File: config.mk
export PLATFORM = sky130hd
export DESIGN_NAME = wb_trace_buffer_flat
export DESIGN_NICKNAME = d
export VERILOG_FILES = /design/src/rtl/wb_trace_buffer_if.sv /design/src/rtl/wb_trace_buffer.sv /design/src/flat_wrapper.sv
export SDC_FILE = /design/constraint.sdc
export NUM_CORES = 1
export LEC_CHECK = 0
export CAP_MARGIN = 10
export CORE_MARGIN = 5
export CORE_UTILIZATION = 60
export DETAILED_ROUTE_END_ITERATION = 8
export GPL_TIMING_DRIVEN = 0
export MAX_ROUTING_LAYER = met4
export PLACE_DENSITY = 0.83
export RECOVER_POWER = 25
export SLEW_MARGIN = 20
export SYNTH_ARGS = -nofsm -noshare
export SYNTH_HDL_FRONTEND = slang
export SYNTH_SLANG_ARGS = --single-unit
File: constraint.sdc
create_clock -name Clk -period 11.67 [get_ports Clk]
set_input_delay 2.334 -clock Clk [delete_from_list [all_inputs] [get_ports Clk]]
set_output_delay 2.334 -clock Clk [all_outputs]
set_load 0.02 [all_outputs]
File: src/rtl/wb_trace_buffer_if.sv
// Pipeline-facing and display-facing signals of the commit-trace buffer.
// dbg_load is a one-cycle strobe: high in the cycle right after the display register loads, when dbg_disp holds the new entry.
interface wb_trace_buffer_if #(
  parameter int DEPTH = 8
) ();
  localparam int CW = $clog2(DEPTH) + 1;

  logic [31:0]   PCResult_in;
  logic [31:0]   WriteData_in;
  logic          step;
  logic [6:0]    out7;
  logic [7:0]    en_out;
  logic [CW-1:0] count;
  logic          overflow;
  logic          dbg_state;
  logic          dbg_load;
  logic [31:0]   dbg_disp;

  modport master (
    output PCResult_in, WriteData_in, step,
    input  out7, en_out, count, overflow, dbg_state, dbg_load, dbg_disp
  );

  modport slave (
    input  PCResult_in, WriteData_in, step,
    output out7, en_out, count, overflow, dbg_state, dbg_load, dbg_disp
  );
endinterface

File: src/rtl/wb_trace_buffer.sv
// Captures {PC, WriteData} whenever the fetch PC changes, queues the snapshots and
// replays them on an eight-digit multiplexed seven-segment display at human speed.
module wb_trace_buffer #(
  parameter int DEPTH = 8,
  parameter int DWELL = 100_000_000,
  parameter int SCAN  = 100_000
) (
  input  logic            Clk,
  input  logic            rst,
  wb_trace_buffer_if.slave bus
);
  localparam int AW  = $clog2(DEPTH);
  localparam int CW  = AW + 1;
  localparam int DWW = (DWELL > 1) ? $clog2(DWELL) : 1;
  localparam int SCW = (SCAN > 1) ? $clog2(SCAN) : 1;
  localparam logic [6:0] DASH = 7'b0111111;

  typedef enum logic {IDLE = 1'b0, SHOW = 1'b1} state_t;

  state_t          r_state;
  state_t          w_state_nxt;
  logic [31:0]     r_mem [DEPTH];
  logic [AW-1:0]   r_wr_ptr;
  logic [AW-1:0]   r_rd_ptr;
  logic [CW-1:0]   r_count;
  logic            r_overflow;
  logic            r_first;
  logic [31:0]     r_last_pc;
  logic            r_step_s;
  logic            r_step_q;
  logic [DWW-1:0]  r_dwell;
  logic [SCW-1:0]  r_scan;
  logic [2:0]      r_idx;
  logic [31:0]     r_disp;
  logic            r_disp_valid;
  logic            r_load;
  logic [6:0]      r_out7;
  logic [7:0]      r_en_out;

  logic            w_push_req;
  logic            w_push;
  logic            w_pop;
  logic            w_full;
  logic            w_empty;
  logic            w_step_edge;
  logic            w_dwell_end;
  logic [31:0]     w_entry;
  logic [3:0]      w_nibble;

  function automatic logic [6:0] hex7(input logic [3:0] n);
    case (n)
      4'h0: hex7 = 7'b1000000;
      4'h1: hex7 = 7'b1111001;
      4'h2: hex7 = 7'b0100100;
      4'h3: hex7 = 7'b0110000;
      4'h4: hex7 = 7'b0011001;
      4'h5: hex7 = 7'b0010010;
      4'h6: hex7 = 7'b0000010;
      4'h7: hex7 = 7'b1111000;
      4'h8: hex7 = 7'b0000000;
      4'h9: hex7 = 7'b0010000;
      4'hA: hex7 = 7'b0001000;
      4'hB: hex7 = 7'b0000011;
      4'hC: hex7 = 7'b1000110;
      4'hD: hex7 = 7'b0100001;
      4'hE: hex7 = 7'b0000110;
      default: hex7 = 7'b0001110;
    endcase
  endfunction

  assign w_push_req  = r_first || (bus.PCResult_in != r_last_pc);
  assign w_full      = (r_count == CW'(DEPTH));
  assign w_empty     = (r_count == '0);
  // A full FIFO still accepts a push when the same cycle pops; an empty one never pops.
  assign w_push      = w_push_req && (!w_full || w_pop);
  assign w_step_edge = r_step_s && !r_step_q;
  assign w_dwell_end = (r_dwell == DWW'(DWELL - 1));
  assign w_entry     = {bus.PCResult_in[15:0], bus.WriteData_in[15:0]};
  assign w_nibble    = r_disp[{r_idx, 2'b00} +: 4];

  always_comb begin
    w_state_nxt = r_state;
    w_pop       = 1'b0;
    case (r_state)
      IDLE: begin
        if (!w_empty) begin
          w_pop       = 1'b1;
          w_state_nxt = SHOW;
        end
      end
      SHOW: begin
        if (w_dwell_end || w_step_edge) begin
          if (!w_empty) w_pop = 1'b1;
          else          w_state_nxt = IDLE;
        end
      end
      default: w_state_nxt = IDLE;
    endcase
  end

  always_ff @(posedge Clk) begin
    if (w_push) r_mem[r_wr_ptr] <= w_entry;
  end

  always_ff @(posedge Clk) begin
    if (!rst) begin
      r_state      <= IDLE;
      r_wr_ptr     <= '0;
      r_rd_ptr     <= '0;
      r_count      <= '0;
      r_overflow   <= 1'b0;
      r_first      <= 1'b1;
      r_last_pc    <= '0;
      r_step_s     <= 1'b0;
      r_step_q     <= 1'b0;
      r_dwell      <= '0;
      r_scan       <= '0;
      r_idx        <= '0;
      r_disp       <= '0;
      r_disp_valid <= 1'b0;
      r_load       <= 1'b0;
      r_out7       <= DASH;
      r_en_out     <= 8'b1111_1110;
    end else begin
      r_state  <= w_state_nxt;
      r_step_s <= bus.step;
      r_step_q <= r_step_s;
      r_load   <= w_pop;

      if (w_push_req) begin
        r_last_pc <= bus.PCResult_in;
        r_first   <= 1'b0;
      end
      if (w_push_req && w_full && !w_pop) r_overflow <= 1'b1;

      if (w_push) r_wr_ptr <= r_wr_ptr + 1'b1;
      if (w_pop) begin
        r_rd_ptr     <= r_rd_ptr + 1'b1;
        r_disp       <= r_mem[r_rd_ptr];
        r_disp_valid <= 1'b1;
      end
      case ({w_push, w_pop})
        2'b10:   r_count <= r_count + 1'b1;
        2'b01:   r_count <= r_count - 1'b1;
        default: r_count <= r_count;
      endcase

      // Every dwell end either pops or drops to IDLE, so the counter never runs past DWELL-1.
      if (w_pop || (w_state_nxt == IDLE)) r_dwell <= '0;
      else                                r_dwell <= r_dwell + 1'b1;

      if (r_scan == SCW'(SCAN - 1)) begin
        r_scan <= '0;
        r_idx  <= r_idx + 1'b1;
      end else begin
        r_scan <= r_scan + 1'b1;
      end

      r_en_out <= ~(8'd1 << r_idx);
      r_out7   <= r_disp_valid ? hex7(w_nibble) : DASH;
    end
  end

  assign bus.out7      = r_out7;
  assign bus.en_out    = r_en_out;
  assign bus.count     = r_count;
  assign bus.overflow  = r_overflow;
  assign bus.dbg_state = r_state;
  assign bus.dbg_load  = r_load;
  assign bus.dbg_disp  = r_disp;
endmodule

File: src/flat_wrapper.sv
// flat-port wrapper written by rule: the top's interface ports become plain ports
module wb_trace_buffer_flat 
#(
  parameter int DEPTH = 8,
  parameter int DWELL = 100_000_000,
  parameter int SCAN  = 100_000
)
  (Clk, rst, bus_PCResult_in, bus_WriteData_in, bus_step, bus_out7, bus_en_out, bus_count, bus_overflow, bus_dbg_state, bus_dbg_load, bus_dbg_disp);
  wb_trace_buffer_if #(.DEPTH(DEPTH)) bus_i ();
  input  logic Clk;
  input  logic rst;
  input wire logic [$bits(bus_i.PCResult_in)-1:0] bus_PCResult_in;
  input wire logic [$bits(bus_i.WriteData_in)-1:0] bus_WriteData_in;
  input wire logic [$bits(bus_i.step)-1:0] bus_step;
  output wire logic [$bits(bus_i.out7)-1:0] bus_out7;
  output wire logic [$bits(bus_i.en_out)-1:0] bus_en_out;
  output wire logic [$bits(bus_i.count)-1:0] bus_count;
  output wire logic [$bits(bus_i.overflow)-1:0] bus_overflow;
  output wire logic [$bits(bus_i.dbg_state)-1:0] bus_dbg_state;
  output wire logic [$bits(bus_i.dbg_load)-1:0] bus_dbg_load;
  output wire logic [$bits(bus_i.dbg_disp)-1:0] bus_dbg_disp;
  assign bus_i.PCResult_in = bus_PCResult_in;
  assign bus_i.WriteData_in = bus_WriteData_in;
  assign bus_i.step = bus_step;
  assign bus_out7 = bus_i.out7;
  assign bus_en_out = bus_i.en_out;
  assign bus_count = bus_i.count;
  assign bus_overflow = bus_i.overflow;
  assign bus_dbg_state = bus_i.dbg_state;
  assign bus_dbg_load = bus_i.dbg_load;
  assign bus_dbg_disp = bus_i.dbg_disp;
  wb_trace_buffer #(.DEPTH(DEPTH), .DWELL(DWELL), .SCAN(SCAN)) u_core (.Clk(Clk), .rst(rst), .bus(bus_i));
endmodule
[Word-level counts from Yosys, hierarchy flattened]
Memories as Yosys holds them, arrays and structs flattened. A register that Yosys moved wholly into a read port is not among the register bits.
Cells that the tools add are included.
Operators by class
  $add $sub $neg: 7
  equality and inequality tests: 6
  shift-type cells: 2
  mux-type cells: 8
  bitwise operators: 4
  reduce and logical (&&, ||, !) cells: 18
Operators by type and width (number)
  32-bit != test: 1
  32-bit by 6-bit variable part select with 4-bit output: 1
  27-bit by 1-bit adder with 27-bit output, second input constant: 1
  27-bit == test, second input constant: 1
  17-bit by 1-bit adder with 17-bit output, second input constant: 1
  17-bit == test, second input constant: 1
  3-bit by 1-bit adder with 3-bit output, second input constant: 3
  8-bit NOT: 1
  4-bit case mux with 2 select lines: 1
  1-bit by 3-bit left shift with 8-bit output, first input constant: 1
  1-bit zero test: 5
  1-bit two-way mux: 5
  4-bit by 1-bit adder with 4-bit output, second input constant: 1
  4-bit == test, second input constant: 1
  1-bit logical AND: 4
  4-bit zero test: 1
  1-bit logical OR: 4
  1-bit case mux with 2 select lines: 2
  2-bit OR reduction: 2
  4-bit by 1-bit subtractor with 4-bit output, second input constant: 1
  1-bit NOT: 3
  2-bit by 1-bit == test with 1-bit output, second input constant: 1
  2-bit == test, second input constant: 1
  2-bit AND reduction: 1
  2-bit nonzero test: 1
Word-level totals
  bits in registers: 104
  RAM bits: 256
  ROM bits: 112
  input bits: 67
  output and inout port bits: 54
  word-level logic and storage cells: 62
  memories: 2
Memory list
  u_core.r_mem: words 8, width 32, read ports 1, clocked after Yosys merged registers in 1, write ports 1, line wb_trace_buffer.sv:22  | logic [31:0] r_mem [DEPTH];
  (name not given): words 16, width 7, read ports 1, clocked after Yosys merged registers in 1, write ports 0, line wb_trace_buffer.sv:51  | case (n)

[Longest topological paths before layout]
Gate-level depths: netlist (run 1).
  word-level depth: 9
  depth in mapped cells: 15
  mapped depth without buffers: 13

[Worst setup path after synthesis (run 1)]
No wires, ideal clock.
  path type: input -> register
  from: input port bus_PCResult_in[3]
  to: memory u_core.r_mem[2][0] (enable)
  setup time: 0.513 ns
  data arrival time: 6.342 ns
  data required time: 11.157 ns
  path slack: 4.815 ns
  cell stages on the path: 6
  path buffers: 0
  path through: xnor2_1 -> nand4_1 -> nor3_1 -> nand3_1 -> nand2_1 -> nor4b_1
On the way
  word-level cells in the longest chain between the ends: 5
RTL lines
  start: declaration: line flat_wrapper.sv:12  | input wire logic [$bits(bus_i.PCResult_in)-1:0] bus_PCResult_in;
  32-bit != test: line wb_trace_buffer.sv:71  | assign w_push_req = r_first || (bus.PCResult_in != r_last_pc);
  1-bit logical OR: line wb_trace_buffer.sv:71
  1-bit logical AND: line wb_trace_buffer.sv:75  | assign w_push = w_push_req && (!w_full || w_pop);
  1-bit two-way mux: line wb_trace_buffer.sv:102  | if (w_push) r_mem[r_wr_ptr] <= w_entry;
  1-bit two-way mux (implied by the code): line wb_trace_buffer.sv:102
  end: declaration: line wb_trace_buffer.sv:22
Every way passes these cells.

[Worst setup path in the final report (run 1)]
  from: input port bus_PCResult_in[13]
  to: register u_core.r_count[3], in the netlist u_core.bus.count[3]
On the way
  word-level cells in the longest chain between the ends: 5
  elaborated cells between the ends (all ways): 7
  classes of those cells: eq/ne (3); mux (1); reduce/logical (3)
RTL lines
  32-bit != test (*): line wb_trace_buffer.sv:71
  1-bit logical OR (*): line wb_trace_buffer.sv:71
  1-bit logical AND (*): line wb_trace_buffer.sv:75
  2-bit by 1-bit == test with 1-bit output / 2-bit == test (equally long branches): line wb_trace_buffer.sv:142  | case ({w_push, w_pop})
  4-bit case mux with 2 select lines / 2-bit nonzero test (equally long branches)
  end signal: assignment: line wb_trace_buffer.sv:143  | 2'b10: r_count <= r_count + 1'b1;
  end signal: assignment: line wb_trace_buffer.sv:144  | 2'b01: r_count <= r_count - 1'b1;
  end signal: assignment: line wb_trace_buffer.sv:145  | default: r_count <= r_count;
  end: declaration: line wb_trace_buffer.sv:25  | logic [CW-1:0] r_count;
Mark *: on every way between the ends. The rest lies on a longest branch, timed or not.
A chain may end at the register's enable or synchronous reset.

==> run summary, run 1 <==
The run finished with clean final reports. Measured on the finished design, the core utilization comes to 72.8%. The endpoint identified for the worst register-to-register timing path is u_core.bus.count[3].

Data on the critical path is required at its endpoint by 12,080 ps. For the reported max-cap violation count, the log shows 0. Grouping stages by cell kind, the critical path spends the most delay in simple AND/OR/NAND/NOR gates.

Synthesis produced a netlist with a net count of 1,082. In the synthesized netlist, the number of instances is 996. The tools report the capture point of the critical path as u_core.bus.count[3].

The commonest register cell after synthesis was sky130_fd_sc_hd__edfxtp_1. Entering global routing, the biggest net connects 15 pins. The post-synthesis average cell area was 15.7 um^2; the total via count in the routed design was 9,295.

The most critical setup path has its startpoint at bus_PCResult_in[13]. In this run the core area contains 59 standard-cell rows. The longest clock path from root to sink contains 3 buffers.

The worst path arrival time is 5890 ps, and the total power density per cell area is 205 nW/um^2. Global routing used 25.8% of the available tracks across all layers. The clock tree skew after final layout was 10.1 ps; the overall power was 3.85 mW. The register bit total from synthesis came out at 399.

CTS clock-pin slew for the worst setup and hold paths: 60 ps. Counting the buffers created by CTS gives 41. The number of global-route vias before repair was 9,386.

Leaving out fill and tap cells, the most frequent cells in the layout are sky130_fd_sc_hd__edfxtp_1, sky130_fd_sc_hd__dfxtp_1, sky130_fd_sc_hd__nor2_1. The horizontal die dimension came out at 171 um. The chip height came out at 171 um. TritonCTS built the clock tree.

The number of nets in the layout was 1,276. After clock tree synthesis, the repair step resized 0 gates. Counting both buffers and inverters, the worst setup path holds a total of 2.

The initial standard-cell utilization of the core was 60.4%. In the post-synthesis netlist, the biggest area contributors are sky130_fd_sc_hd__edfxtp_1, sky130_fd_sc_hd__dfxtp_1, sky130_fd_sc_hd__mux4_2. The type of the worst min-delay path was reg2reg.

Number of distinct standard cells referenced by the synthesized netlist: 50. The kind of capture point of the worst setup path was a flop. Hold repair after CTS inserted 0 buffers. The first global-routing pass estimated 55,700 um of wire. The tools report the total core area as 25,800 um^2. Setup violations remaining at the end of the flow were counted as 0. Initial antenna violation count: 0.

The synthesized design spends more area on one cell type than any other, namely sky130_fd_sc_hd__edfxtp_1. The first TritonRoute pass finished after 5 iterations. The number of antenna diodes in the final layout is 0. In this run the cell area of the synthesized design comes to 15,600 um^2. The run gives 0 ps as the sum of negative setup slack. After detailed routing, the number of remaining DRC violations is 0. The tools report the final hold violation count as 0.

The top cell type by area accounts for 49.3% of the synthesized area. Derived from the worst setup path, the maximum achievable clock frequency is 183 MHz. The congestion estimate from routability-driven global placement came to 0.838. Walking the worst path, the cells encountered are dlygate4sd3_1, xnor2_1, nand4_1, nor4_1, and3_1, nand2_1, inv_1, ha_1, a21o_1, a21oi_1, nand3_1, mux2_2, mux2i_1. The worst register-to-register path has a setup slack of 8120 ps.

Clock tree synthesis found a total of 399 sinks. The leakage power of the design is 6.40 nW, and the number of H-tree branching levels is 2. The worst register-to-register path begins at u_core.r_dwell[0].

For the count of nets left with antenna violations after detail routing, the log shows 0. The post-route clock period utilization came out at 46.9%. The most common cell after layout, fill and taps aside was sky130_fd_sc_hd__edfxtp_1. The cell count along the critical path is 13. CTS root buffer: sky130_fd_sc_hd__clkbuf_16.

In this run the worst path has a maximum fanout of 10. The ratio of routed vias to standard cells came out at 5.97. At the pin with the least slew margin, the transition time is 998 ps.

Max-slew violation total from the final report: 0. Slowest stage cell on the critical path: sky130_fd_sc_hd__dlygate4sd3_1. The detailed-route wire length was 36,000 um. The tools report the HPWL after detailed placement as 24,900 um. The setup path with the least slack is of type in2reg. Element type at the critical path start: an input pin.

The post-synthesis to final-layout area growth works out to 20.6%. Final critical-path required period: 5480 ps. The violation count after the first detailed-route iteration is 981, and the sequential-to-total area share from yosys stat is 67.6%.

The run gives 0 as the aggregate global routing overflow. The worst pin sits at a relative slew slack of 33.5%. For this run, asynchronously set or reset flops after synthesis account for 0%. In the final routed layout, each cell accounts on average for 23.1 um.

The run gives 0 as the number of warnings printed during yosys synthesis. Setup repair after global routing left no endpoint under its margin. At the later pin of the worst-skew pair, clock insertion delay measures 530 ps.

The number of setup buffers added after CTS is 0. Of the cells placed in the final design, the portion with a size suffix greater than 1 is 18.0%. For the area of the die, the log shows 29,300 um^2. The count of buffers from port buffering is 104.

The peak ir drop on the vdd network was 0.000143 V; the number of flops mapped to enable cells by yosys was 256. The tools report the I/O pin total as 121. Measured in cells, the most critical reg-to-reg path has a length of 15. Longest individual stage delay on the worst path: 740 ps.
[where the power goes]
group / total, mW / switching (mW) / leakage, nW / internal [mW]
combinational: 0.805 / 0.450 / 2.19 / 0.355
sequential: 1.69 / 0.0749 / 3.52 / 1.61
clock: 1.36 / 0.526 / 0.678 / 0.830
[logic make-up after synthesis]
logic type      count (synthesis)  synth area share (%)
compound gates                 63                  2.98
xor+xnor                       76                  4.27
fa+ha+maj                      19                  1.57
buf+inv                        64                  1.76
flops                         399                  67.6
mux                           117                  13.5
simple gates                  258                  8.33
[metrics by stage]
step	worst slack, ps	cells	area (um^2)	hold WS [ps]
4_1_cts	6270	1557	18800	448
3_3_place_gp	417	1435	17100	427
5_1_grt	6070	1557	18800	480
2_1_floorplan	4810	996	15600	413
6_report	6190	1557	18800	454
3_5_place_dp	5790	1482	17400	439
[how the worst min path moves through the flow]
stage / from / end / slack, ps / cells after the start
after floorplan: u_core.r_scan[0] / u_core.r_scan[0] / 410 / 1
after global routing: u_core.r_scan[0] / u_core.r_scan[0] / 480 / 1
after detailed placement: u_core.r_scan[0] / u_core.r_scan[0] / 440 / 1
final: u_core.r_scan[0] / u_core.r_scan[0] / 450 / 1
after CTS: u_core.r_scan[0] / u_core.r_scan[0] / 450 / 1
after global placement: u_core.r_scan[0] / u_core.r_scan[0] / 430 / 1
[flip-flops by register name (all words and copies together), names as in the netlist, 3 cells and up]
signal / cells
u_core.bus.count: 4
u_core.bus.dbg_disp: 32
u_core.bus.en_out: 8
u_core.bus.out7: 7
u_core.r_dwell: 27
u_core.r_idx: 3
u_core.r_last_pc: 32
u_core.r_mem: 256
u_core.r_rd_ptr: 3
u_core.r_scan: 17
u_core.r_wr_ptr: 3
[worst reg2reg max path, stage by stage (launching register included)]
cell,delay (ps)
sky130_fd_sc_hd__dfxtp_1,380
sky130_fd_sc_hd__ha_1,240
sky130_fd_sc_hd__nand4_2,210
sky130_fd_sc_hd__nor2_4,290
sky130_fd_sc_hd__a31oi_2,180
sky130_fd_sc_hd__nor2_2,270
sky130_fd_sc_hd__buf_2,280
sky130_fd_sc_hd__buf_4,220
sky130_fd_sc_hd__nand2_1,130
sky130_fd_sc_hd__inv_1,120
sky130_fd_sc_hd__ha_1,230
sky130_fd_sc_hd__a21o_1,180
sky130_fd_sc_hd__a21oi_1,210
sky130_fd_sc_hd__nand3_1,100
sky130_fd_sc_hd__mux2_2,290
sky130_fd_sc_hd__mux2i_1,120
[Yosys cell counts (5+ instances only)]
library cell,count
sky130_fd_sc_hd__xor2_1,28
sky130_fd_sc_hd__a21oi_1,11
sky130_fd_sc_hd__edfxtp_1,256
sky130_fd_sc_hd__nand3_1,28
sky130_fd_sc_hd__nor4_1,7
sky130_fd_sc_hd__nor4b_1,5
sky130_fd_sc_hd__a211oi_1,33
sky130_fd_sc_hd__dfxtp_1,143
sky130_fd_sc_hd__and2_1,36
sky130_fd_sc_hd__mux2i_1,41
sky130_fd_sc_hd__nor2_1,92
sky130_fd_sc_hd__inv_1,18
sky130_fd_sc_hd__xnor2_1,48
sky130_fd_sc_hd__nand4_1,17
sky130_fd_sc_hd__buf_1,5
sky130_fd_sc_hd__nand2_1,39
sky130_fd_sc_hd__mux4_2,72
sky130_fd_sc_hd__buf_2,15
sky130_fd_sc_hd__nor3_1,8
sky130_fd_sc_hd__clkbuf_1,21
sky130_fd_sc_hd__ha_1,18
sky130_fd_sc_hd__and3_1,6
[routing by layer]
layer  part of all wire (%)  track usage [%]
met1                     41             35.3
met2                     49             41.4
met3                    7.1             3.75
met4                    2.6             7.23
met5                      0                -
[final cells by class]
type	instances	area, um^2
buffer	45	203
inverter	19	71.3
timing repair buffer	151	1340
clock inverter	18	270
tap	335	419
clock buffer	57	1130
fill	1586	7030
multi-input combinational	533	4820
sequential	399	10600
No activity file was read; power rests on OpenSTA's default activity.
==> inputs of run 2 (changes only) <==
CORE_UTILIZATION = 58   (was 60)
PLACE_DENSITY = 0.8   (was 0.83)
clock period = 5.3 ns   (was 11.67 ns; I/O delays follow)
==> run 2 against run 1 <==
  * Worst setup slack lost 5200 ps
  * Clock power grew 120%
  * Register-to-register slack lost 6600 ps
  * Clock skew grew 8.6 ps
  * Final cell count grew 0.58%
  * Global-route usage shrank 1.2 points
  * Combinational power grew 120%
  * Die area grew 3.2%
  * Critical endpoint is now u_core.r_mem[1][29]
  * Sequential cell count is the same
  * Utilization shrank 2.3 points
  * Highest routed layer unchanged
  * Largest cell class unchanged
==> run summary, run 2 (synthesized netlist as in run 1, its figures left out) <==
The flow ran to the end, and the final reports show no timing, DRC or antenna violations. The logs give 0 for the aggregate global routing overflow and 0 for the final count of negative-setup-slack endpoints. The leakage power of the design was 6.41 nW.

Counting the fill cells in the layout gives 1,713. The clock reaches the later pin of the worst-skew pair after 530 ps. The violation count after the first detailed-route iteration is 975.

The first TritonRoute pass finished after 7 iterations. The number of nets in the layout is 1,278. Largest register by flop count: u_core.r_mem.

Prior to clock tree synthesis, the placed netlist has a worst setup slack of 454 ps. The initial antenna violation count is 1. Clock skew on the completed layout was measured at 18.6 ps. The HPWL after detailed placement is 24,800 um, and the CTS clock-pin slew for the worst setup and hold paths is 70 ps. The initial standard-cell utilization of the core was 58.4%.

For this design, the CTS-stage hold fixing added 0 buffers. Measured along the y axis, the die boundary spans 174 um. The number of cells on the worst reg-to-reg path is 11. The share of total power consumed by net switching was 27.7%; the number of sinks driven by the clock tree was 399.

During placement, the flow inserted port buffers numbering 104. For the number of standard-cell rows in the floorplan, the log shows 60. Registers are responsible for 43.6% of the overall power. Once detail routing completed, the nets flagged for antenna violations numbered 0. The register cell area after layout was 10,600 um^2.

Wires add up to 36,200 um. Area of the die: 30,300 um^2. The endpoint of the worst register-to-register path was u_core.r_mem[1][29]. The I/O pin total was 121; the footprint of the multi-input gates was 4820 um^2.

For this run, the top clock speed supported by timing is 230 MHz. In this run the standard cell core region covers 26,700 um^2. Setup repair after global routing left no endpoint under its margin. Hold timing on the final database bottoms out at a slack of 466 ps.

The tools report the number of gates resized after CTS as 0. In this run the critical register-to-register path is launched from u_core.r_dwell[0]. After layout, the minimum clock period comes to 4340 ps. Compared with the post-synthesis result, the final layout area differs by 20.7%. The final routed DRC violation total came out at 0. The reported max-cap violation count is 0. Routability-driven placement finished with a final weighted congestion of 0.819. CTS placed an instance of sky130_fd_sc_hd__clkbuf_16 at the clock tree root. The register with the most flip-flops in the layout has 256 of them. The run gives 35.3% as the part of the power in the clock network. The overall fraction of global-route tracks in use was 24.7%; the ratio of routed vias to standard cells was 5.95. For the worst setup path, the data required time is 5570 ps. The die is 174 um wide.

The combinational fraction of design power is 21.1%, and the worst max-slew margin expressed relative to the limit is 35.9%. Data on the critical path arrives at its endpoint at 4610 ps. Setup slack on the worst reg-to-reg path comes out at 1470 ps. After layout, the design draws a total of 8.51 mW. The run gives 0 as the max-slew violation total from the final report. For this design the ratio of total power to cell area is 452 nW/um^2. The final hold violation count is 0.

Setup slack on the critical path of the routed design comes to 960 ps. The total via count in the routed design is 9,317, and the clock buffer count from CTS is 40. The worst setup path is launched from an input pin.

STA classifies the critical path endpoint as a flop. In the final routed layout, each cell accounts on average for 23.1 um. The worst hold path terminates at u_core.r_scan[0].

The first global-routing pass estimated 55,900 um of wire. The clock passes through at most 3 buffers. The tightest min-delay check is of the reg2reg type. The number of buffers inserted by post-CTS setup repair was 0; the pin count of the biggest net entering global routing was 17. In the final layout, the share of cells above drive strength 1 is 18.3%. The internal power consumption is 6.16 mW, and the switching component of the power is 2.36 mW. The top cell types in the final layout, fill and taps aside, are sky130_fd_sc_hd__edfxtp_1, sky130_fd_sc_hd__dfxtp_1, sky130_fd_sc_hd__nor2_1. TritonCTS built the clock tree. Dividing the final minimum period by the clock period gives 81.9%. The maximum fanout along the worst path was 10. The library cell used most frequently in the layout, excluding fill and tap cells, is sky130_fd_sc_hd__edfxtp_1.

At the pin with the least slew margin, the transition time is 961 ps. The setup path with the least slack is of type in2reg. The H-tree generated during clock tree synthesis spans 2 levels. The number of global-route vias before repair was 9,470.

The number of cells traversed by the worst hold path was 1. In this run the most critical hold path is launched from u_core.r_scan[0]. The run gives 0.000266 V as the peak ir drop on the vdd network.
[run 2: changes by cell type in the layout (fill, tap and decap cells not counted), sizes merged, moves of 2 or more]
cell	change
clkinvlp	+2
inv	+2
clkinv	+3
buf	+3
clkbuf	-9
[run 2: area by class of cell]
cell class / instances / area share, %
diodes: 1 / 0.0133
plain buffers: 45 / 1.08
clock buffers: 48 / 5.64
clock inverters: 26 / 1.82
inverters: 19 / 0.379
multi-input cells: 533 / 25.6
flip-flops and latches: 399 / 56.0
well taps: 341 / 2.27
repair buffers: 154 / 7.18
[run 2: critical path, cell delays in order]
cell and delay (ps):
sky130_fd_sc_hd__dlygate4sd3_1 750, sky130_fd_sc_hd__xnor2_1 170, sky130_fd_sc_hd__nand4_1 110, sky130_fd_sc_hd__nor4_1 640, sky130_fd_sc_hd__nand3_1 450, sky130_fd_sc_hd__nand2_1 450, sky130_fd_sc_hd__nor4b_2 190, sky130_fd_sc_hd__buf_2 220
sky130_fd_sc_hd__buf_4 180, sky130_fd_sc_hd__buf_2 180, sky130_fd_sc_hd__buf_2 200
[run 2: how the worst max path moves through the flow]
stage | startpoint | endpoint | slack (ps) | cells after the start
after global routing | bus_PCResult_in[14] | u_core.r_mem[1][29] | 710 | 11
after detailed placement | bus_PCResult_in[15] | u_core.r_mem[1][1] | 450 | 11
after CTS | bus_PCResult_in[2] | u_core.r_mem[1][27] | 990 | 11
after floorplan | bus_PCResult_in[3] | u_core.r_mem[2][0] | -280 | 6
after global placement | bus_PCResult_in[15] | u_core.r_mem[1][1] | -4740 | 7
final | bus_PCResult_in[13] | u_core.r_mem[1][29] | 960 | 11
[run 2: power groups by stage]
stage	Sequential, mW	Combinational (mW)	Clock (mW)
5_1_grt	3.72	1.93	3.19
4_1_cts	3.71	1.81	3.03
3_3_place_gp	3.77	1.69	0
3_5_place_dp	3.77	1.76	0
2_1_floorplan	3.84	0.986	0
6_report	3.71	1.80	3.00
[run 2: per-layer routing]
metal / track usage [%] / up-vias / part of all wire [%]
met4: 8.12 / 0 / 3.2
li1: - / 4158 / -
met1: 32.1 / 4665 / 39
met2: 39.8 / 411 / 50
met3: 4.55 / 83 / 7.4
met5: - / - / 0
[run 2: through the flow]
step | cells | setup TNS, ps | util [%] | instance area (um^2)
after floorplan | 996 | -34630 | - | 15600
after global placement | 1441 | -1013330 | 63.9 | 17100
final | 1566 | 0 | 70.5 | 18800
after CTS | 1565 | 0 | 70.5 | 18800
after detailed placement | 1491 | 0 | 65.2 | 17400
after global routing | 1566 | 0 | 70.5 | 18800
